<file path="src/rtl/tdm_mac_fir.sv">
// Time-multiplexed multi-channel FIR: one shared MAC iterated ORDER times per sample,
// runtime-writable coefficients. Define FIR_SAT_EN to saturate instead of truncate the output.
module tdm_mac_fir #(
  parameter int DATAWIDTH  = 16,
  parameter int COEFFWIDTH = 18,
  parameter int ORDER      = 41,
  parameter int CHANNELS   = 2,
  parameter int OUTSHIFT   = 16,
  parameter int ACCWIDTH   = DATAWIDTH + COEFFWIDTH + $clog2(ORDER),
  localparam int CW = (CHANNELS > 1) ? $clog2(CHANNELS) : 1,
  localparam int AW = $clog2(ORDER)
) (
  input  logic                  Clk,
  input  logic                  Rst,
  input  logic                  in_valid,
  output logic                  in_ready,
  input  logic [DATAWIDTH-1:0]  in_data,
  input  logic [CW-1:0]         in_chan,
  output logic                  out_valid,
  output logic [DATAWIDTH-1:0]  out_data,
  output logic [CW-1:0]         out_chan,
  input  logic                  coef_we,
  input  logic [AW-1:0]         coef_addr,
  input  logic [COEFFWIDTH-1:0] coef_data,
  output logic                  busy
);

  localparam int PW = DATAWIDTH + COEFFWIDTH;
  localparam logic [AW-1:0] LAST_A = AW'(ORDER - 1);
  localparam logic [AW-1:0] ONE_A  = AW'(1);
  localparam logic signed [COEFFWIDTH-1:0] COEF_ONE =
    {{(COEFFWIDTH-1){1'b0}}, 1'b1} << OUTSHIFT;

  typedef enum logic [1:0] {
    IDLE = 2'd0,
    MAC  = 2'd1,
    OUT  = 2'd2
  } state_t;

  state_t                        state_r;
  logic signed [DATAWIDTH-1:0]   x_r      [CHANNELS][ORDER];
  logic signed [COEFFWIDTH-1:0]  coef_r   [ORDER];
  logic [AW-1:0]                 wr_ptr_r [CHANNELS];
  logic [AW-1:0]                 k_r;
  logic [AW-1:0]                 rd_idx_r;
  logic [CW-1:0]                 chan_r;
  logic signed [ACCWIDTH-1:0]    acc_r;

  logic                          chan_ok_s;
  logic                          addr_ok_s;
  logic                          accept_s;
  logic                          coef_wr_s;
  logic signed [PW-1:0]          coef_ext_s;
  logic signed [PW-1:0]          x_ext_s;
  logic signed [PW-1:0]          prod_s;
  logic signed [ACCWIDTH-1:0]    acc_next_s;
  logic [AW-1:0]                 rd_prev_s;
  logic [DATAWIDTH-1:0]          out_next_s;

  assign chan_ok_s = (int'(in_chan) < CHANNELS);
  assign addr_ok_s = (int'(coef_addr) < ORDER);
  assign accept_s  = (state_r == IDLE) && in_valid && chan_ok_s;
  assign coef_wr_s = (state_r == IDLE) && coef_we && addr_ok_s;

  // Both operands sign-extended to the full product width so the multiply is exact.
  assign coef_ext_s = {{DATAWIDTH{coef_r[k_r][COEFFWIDTH-1]}}, coef_r[k_r]};
  assign x_ext_s    = {{COEFFWIDTH{x_r[chan_r][rd_idx_r][DATAWIDTH-1]}}, x_r[chan_r][rd_idx_r]};
  assign prod_s     = coef_ext_s * x_ext_s;
  assign acc_next_s = acc_r + {{(ACCWIDTH-PW){prod_s[PW-1]}}, prod_s};
  assign rd_prev_s  = (rd_idx_r == {AW{1'b0}}) ? LAST_A : (rd_idx_r - ONE_A);

`ifdef FIR_SAT_EN
  function automatic logic [DATAWIDTH-1:0] sat_fn(input logic signed [ACCWIDTH-1:0] v);
    logic signed [ACCWIDTH-1:0] max_v;
    logic signed [ACCWIDTH-1:0] min_v;
    max_v = {{(ACCWIDTH-DATAWIDTH+1){1'b0}}, {(DATAWIDTH-1){1'b1}}};
    min_v = {{(ACCWIDTH-DATAWIDTH+1){1'b1}}, {(DATAWIDTH-1){1'b0}}};
    if (v > max_v) begin
      sat_fn = {1'b0, {(DATAWIDTH-1){1'b1}}};
    end else if (v < min_v) begin
      sat_fn = {1'b1, {(DATAWIDTH-1){1'b0}}};
    end else begin
      sat_fn = v[DATAWIDTH-1:0];
    end
  endfunction

  assign out_next_s = sat_fn(acc_r >>> OUTSHIFT);
`else
  assign out_next_s = DATAWIDTH'(acc_r >>> OUTSHIFT);
`endif

  // Coefficient RAM; reset leaves an identity filter, writes only land while idle.
  always_ff @(posedge Clk or posedge Rst) begin
    if (Rst) begin
      for (int j = 0; j < ORDER; j++) begin
        coef_r[j] <= (j == 0) ? COEF_ONE : {COEFFWIDTH{1'b0}};
      end
    end else if (coef_wr_s) begin
      coef_r[coef_addr] <= coef_data;
    end
  end

  // Per-channel circular delay lines; the pointer advances once the result is emitted.
  always_ff @(posedge Clk or posedge Rst) begin
    if (Rst) begin
      for (int c = 0; c < CHANNELS; c++) begin
        wr_ptr_r[c] <= {AW{1'b0}};
        for (int j = 0; j < ORDER; j++) begin
          x_r[c][j] <= {DATAWIDTH{1'b0}};
        end
      end
    end else begin
      if (accept_s) begin
        x_r[in_chan][wr_ptr_r[in_chan]] <= in_data;
      end
      if (state_r == OUT) begin
        wr_ptr_r[chan_r] <= (wr_ptr_r[chan_r] == LAST_A) ? {AW{1'b0}} : (wr_ptr_r[chan_r] + ONE_A);
      end
    end
  end

  // Control FSM and registered outputs.
  always_ff @(posedge Clk or posedge Rst) begin
    if (Rst) begin
      state_r   <= IDLE;
      in_ready  <= 1'b1;
      busy      <= 1'b0;
      out_valid <= 1'b0;
      out_data  <= {DATAWIDTH{1'b0}};
      out_chan  <= {CW{1'b0}};
      acc_r     <= {ACCWIDTH{1'b0}};
      k_r       <= {AW{1'b0}};
      rd_idx_r  <= {AW{1'b0}};
      chan_r    <= {CW{1'b0}};
    end else begin
      case (state_r)
        IDLE: begin
          out_valid <= 1'b0;
          if (accept_s) begin
            chan_r   <= in_chan;
            acc_r    <= {ACCWIDTH{1'b0}};
            k_r      <= {AW{1'b0}};
            rd_idx_r <= wr_ptr_r[in_chan];
            in_ready <= 1'b0;
            busy     <= 1'b1;
            state_r  <= MAC;
          end
        end
        MAC: begin
          acc_r    <= acc_next_s;
          k_r      <= k_r + ONE_A;
          rd_idx_r <= rd_prev_s;
          if (k_r == LAST_A) begin
            state_r <= OUT;
          end
        end
        OUT: begin
          out_data  <= out_next_s;
          out_chan  <= chan_r;
          out_valid <= 1'b1;
          in_ready  <= 1'b1;
          busy      <= 1'b0;
          state_r   <= IDLE;
        end
        default: begin
          out_valid <= 1'b0;
          in_ready  <= 1'b1;
          busy      <= 1'b0;
          state_r   <= IDLE;
        end
      endcase
    end
  end

endmodule

</file>
<file path="config.mk">
export PLATFORM = sky130hd
export DESIGN_NAME = tdm_mac_fir
export DESIGN_NICKNAME = d
export VERILOG_FILES = /design/src/rtl/tdm_mac_fir.sv
export SDC_FILE = /design/constraint.sdc
export NUM_CORES = 2
export LEC_CHECK = 0
export CAP_MARGIN = 40
export CELL_PAD_IN_SITES_DETAIL_PLACEMENT = 1
export CELL_PAD_IN_SITES_GLOBAL_PLACEMENT = 1
export CORE_ASPECT_RATIO = 2
export CORE_UTILIZATION = 45
export DETAILED_ROUTE_END_ITERATION = 10
export GPL_TIMING_DRIVEN = 0
export PLACE_DENSITY_LB_ADDON = 0.12
export RECOVER_POWER = 25
export SYNTH_ARGS = -nofsm -noshare
export SYNTH_HDL_FRONTEND = slang
export SYNTH_SLANG_ARGS = --single-unit
export TNS_END_PERCENT = 50
</file>
<file path="constraint.sdc">
create_clock -name Clk -period 91.3 [get_ports Clk]
set_input_delay 9.13 -clock Clk [delete_from_list [all_inputs] [get_ports Clk]]
set_output_delay 9.13 -clock Clk [all_outputs]
set_load 0.02 [all_outputs]
</file>
# Word level (Yosys, flattened, before mapping)
# Index checks and enable logic that the tools add are counted.
# word_totals
ff_bits	2137
out_inout_bits	20
in_bits	45
wordCells	220
# op_classes
n_eq_ne	6
n_reduce_logical	14
magnitude_cmp	11
addsub	4
n_mul	1
mux	42
n_bitwise	7
# op_table
op	n
two-way mux 656 bit	4
bitwise mux 1312 bit	1
bitwise mux 738 bit	1
demux 656 bit (select 1 bit)	1
binary-select mux 18 bit (select 6 bit)	1
demux 18 bit (select 6 bit)	1
binary-select mux 16 bit (select 6 bit)	1
demux 16 bit (select 6 bit)	1
case mux 40 bit (2 select lines)	1
two-way mux 6 bit	11
two-way mux 18 bit	3
two-way mux 16 bit	3
adder 40 bit	1
two-way mux 40 bit	1
multiplier 18 x 16 -> 34 bit	1
greater-or-equal comparator 7 bit, second input constant	4
NOT 6 -> 7 bit	4
case mux 6 bit (2 select lines)	2
< comparator 7 x 1 -> 1 bit, second input constant	2
adder 6 x 1 -> 6 bit, second input constant	2
bitwise mux 12 bit	1
equality test 6 bit, second input constant	2
AND reduction 2 bit	4
logical AND 1 bit	7
17 further kinds	25

# Logic depth before layout (Yosys ltp)
# logic_depth
ltp_word	12
ltp_mapped	49
depth_no_buf	40

# Least setup slack after synthesis
# Ideal clock, no wire load.
# synth_timing
path_type	input-to-reg
from	in in_chan
to	reg x_r[1104] in the netlist's numbering
stages	8
setup_ps	125
t_required_ps	91175
t_arrival_ps	11351
n_path_buf	3
path_slack_ps	79824
cell_sequence	buf_1 -> mux2i_1 -> clkbuf_1 -> and2_1 -> nand2_1 -> nor2_1 -> clkbuf_1 -> mux2_2
# synth_via
elab_chain_cells	12
word_cells_on_any_way	16
cone_classes	order compare: 4; mux: 8; bitwise: 2; reduce/logical: 2
# synth_rtl
element	line_no	text
start, declared	18	input logic [CW-1:0] in_chan,
NOT 1 -> 2 bit (implied by the code) (*)	114	x_r[in_chan][wr_ptr_r[in_chan]] <= in_data;
two-way mux 6 bit (implied by the code) (3 in series)	114	
NOT 6 -> 7 bit (implied by the code)	114	
greater-or-equal comparator 7 bit (implied by the code) or < comparator 7 x 1 -> 1 bit (tied branches)	114	
logical AND 1 bit (implied by the code)	114	
two-way mux 16 bit (implied by the code)	114	
demux 16 bit (select 6 bit)	114	
two-way mux 656 bit (implied by the code)	114	
demux 656 bit (select 1 bit) (*)	114	
bitwise mux 1312 bit (*)	114	
end signal, assigned by index	109	x_r[c][j] <= {DATAWIDTH{1'b0}};
end signal, assigned by index	114	
end, declared	41	logic signed [DATAWIDTH-1:0] x_r [CHANNELS][ORDER];
# Mark *: on every way between the ends. The rest lies on a longest branch, timed or not. The select of a mux whose other input is x is not followed.
# A chain may end at the register's enable or synchronous reset.

==> qor.csv <==
metric,value,unit
largest net degree at the start of global routing,132,
die width,349,um
"leading cell type in the layout, fill and taps excluded",dfrtp_1,
Peak supply drop,23.7,uV
"Largest stage delay, worst path",4350,ps
worst path bufs/invs,10,
Lkg Pwr,59.5,nW
final core utilization,51.7,%
Final Cycle Share,26.8,%
area taken by flip-flops and latches,53300,sq um
failing checks,"max-capacitance violations, max-slew violations",
Synth-to-Final Area Change,14.0,%
register area share after synthesis,49.1,%
Avg Inst Size Synth,14.2,sq um
initial antenna violation count,16,
post-layout min period,24470,ps
CP Max Fanout,123,
drt via density,6.15,
outcome,finished with violations,
number of global-route vias before repair,80100,
fraction of registers with async set/reset,100,%
Hold Path Sink,out_chan,
Power Internal,0.00179,W
Synthesized Nets,8090,
combinational power share,35.0,%
skew final,78.0,ps
"Primary FF master, synth",dfrtp_1,
clk root buf,clkbuf_16,
required time of the critical path,92260,ps
"Setup Fix Bufs, Post-CTS",0,
Worst-path clk slew,70,ps
clock buffer depth,4,
YS warnings,0,
"EDFF count, synth",0,
Yosys cell types,83,
DIE AREA,243000,sq um
antenna-violating nets left,0,
cell mode on critical path,buf_16,
post-route cell area,124000,sq um
effective utilization at floorplan,45.3,%
RSZ-0062 raised after global routing,no,
slowest CP cell,clkbuf_1,
Startpoint Class,primary input,
final wirelength,431000,um
top cell family by delay on the critical path,buffers and inverters,
Netlist Area Pre-Place,109000,sq um
CTS tree,done,
#FFs+latches synth,2129,
f_max,40.9,MHz
WHS Path Cells,2,
reg2reg end,acc_r[31],
DIE HEIGHT,697,um
critical path class,primary input to async pin,
Final setup viols,0,
Synth area leaders,"dfrtp_1, mux2_2, mux4_2",
MaxCap Viol Count,19,
Final TNS setup,0,ps
clk sinks,2129,
drc violations,0,
layout cell share with drive strength beyond 1,41.3,%
CP startpoint,Rst,
Clk network pwr share,31.2,%
"Cell Chain, Critical Path",dlygate4sd3_1 > clkinvlp_2 > clkbuf_1 > clkbuf_1 > clkbuf_1 > buf_16 > buf_16 > buf_16 > buf_16 > buf_16,
synthesized netlist cell count,7648,
Least-Margin Pin Slew,6690,ps
sw frac,38.3,%
Worst-Skew Late Latency,930,ps
area share of the largest cell type after synthesis,49.0,%
Reg power frac,33.7,%
"commonest cells after routing, fill and taps aside","dfrtp_1, mux2_2, mux4_2",
r2r startpoint,chan_r,
# resized after CTS,0,
I/O Buffers,44,
worst min path class,flop to flop,
core area,240000,sq um
CP arrival,25430,ps
dpl ws,76730,ps
GP Congestion,0.966,
count of hold-fix buffers inserted at cts,0,
IO Count,65,
H-tree depth,4,
first-pass GRT wire length,614000,um
hold path start,out_chan,
PnR Total Power,0.00290,W
Pre-antenna DRT Iters,5,
Final Max Slew Viols,996,
R2R Setup Slk,68150,ps
slew margin rel.,-346,%
Crit. End Element,async pin,
placed inst area,117000,sq um
fillcell total,23400,
"Remaining Overflow, GRT",0,
via count,71300,
DP HPWL,332000,um
final hold violations,0,
multi-input logic area,51200,sq um
DRT iter0 DRCs,4860,
pwr dens,23.4,nW/um^2
final net count,8660,
Psw,0.00111,W
Setup WS post-layout,66830,ps
row count,254,
Num CTS Buffers,204,
leading area contributor after synthesis,dfrtp_1,
WL/cell,37.2,um
R2R depth,46,
GRT Util Overall,36.2,%
[metal layers]
metal / share of wire, % / global-route usage, %
met5: 0.019 / 0.0800
met4: 12 / 35.7
met3: 4.5 / 5.62
met2: 51 / 63.3
met1: 32 / 35.9
[tightest hold or removal path: stages, from the launching register on]
cell and delay, ps:
dfrtp_1 340, nand2_1 50, nand2_1 50
[area by class of cell]
| class | instances | share of cell area (%) |
|---|---|---|
| flip-flops and latches | 2129 | 43.0 |
| multi-input cells | 4554 | 41.4 |
| clock buffers | 284 | 4.81 |
| repair buffers | 364 | 3.49 |
| well taps | 3200 | 3.23 |
| plain buffers | 605 | 2.19 |
| inverters | 360 | 1.09 |
| clock inverters | 85 | 0.794 |
| diodes | 6 | 0.0121 |
[synthesized netlist by cell type (all sizes together) (17+ instances only)]
master	instances
dfrtp	2127
mux2	2078
mux4	484
clkbuf	440
inv	358
fa	277
nor2	270
nand2	253
mux2i	223
buf	165
a21oi	123
ha	120
o21ai	115
or2	81
o221ai	62
xnor2	50
o22ai	48
nand3	41
nand2b	39
a21o	27
nor3	20
a211oi	17
[power by group through the flow]
stage               clock (W)  sequential, W  combinational [W]
finish               0.000906       0.000978            0.00102
global route         0.000947       0.000980            0.00105
CTS                  0.000917       0.000978            0.00101
detailed placement          0       0.000996            0.00100
global placement            0        0.00100           0.000942
floorplan                   0       0.000993           0.000536
[sequential cells by signal, indices dropped and copies added (netlist names)]
| signal | cells |
|---|---|
| acc_r | 32 |
| busy | 1 |
| chan_r | 1 |
| coef_r | 738 |
| in_ready | 1 |
| k_r | 6 |
| out_chan | 1 |
| out_data | 16 |
| out_valid | 1 |
| rd_idx_r | 6 |
| state_r | 2 |
| wr_ptr_r | 12 |
| x_r | 1312 |
[worst max path at each step]
stage                       end  cells past startpoint
finish                acc_r[13]                     10
global route          acc_r[10]                     10
CTS                   acc_r[31]                     44
detailed placement    acc_r[17]                     10
global placement    out_data[7]                      2
floorplan              acc_r[0]                      1
[kinds of logic (layout without fill, tap and decap cells)]
logic type      Yosys count  in the layout  share of synthesized area [%]
simple gates            786            786                           3.30
other cells               0              6                              0
xor+xnor                 63             63                          0.508
buf+inv                 965           1698                           3.80
flops                  2129           2129                           49.1
fa+ha+maj               397            397                           6.49
mux                    2785           2785                           33.6
compound gates          523            523                           3.21
[stage by stage]
stage | hold slack (ps) | cells
global route | 506 | 11600
finish | 478 | 11600
CTS | 489 | 11600
floorplan | 456 | 7648
global placement | 460 | 10900
detailed placement | 473 | 11200
Power figures use the tool's default switching activity.
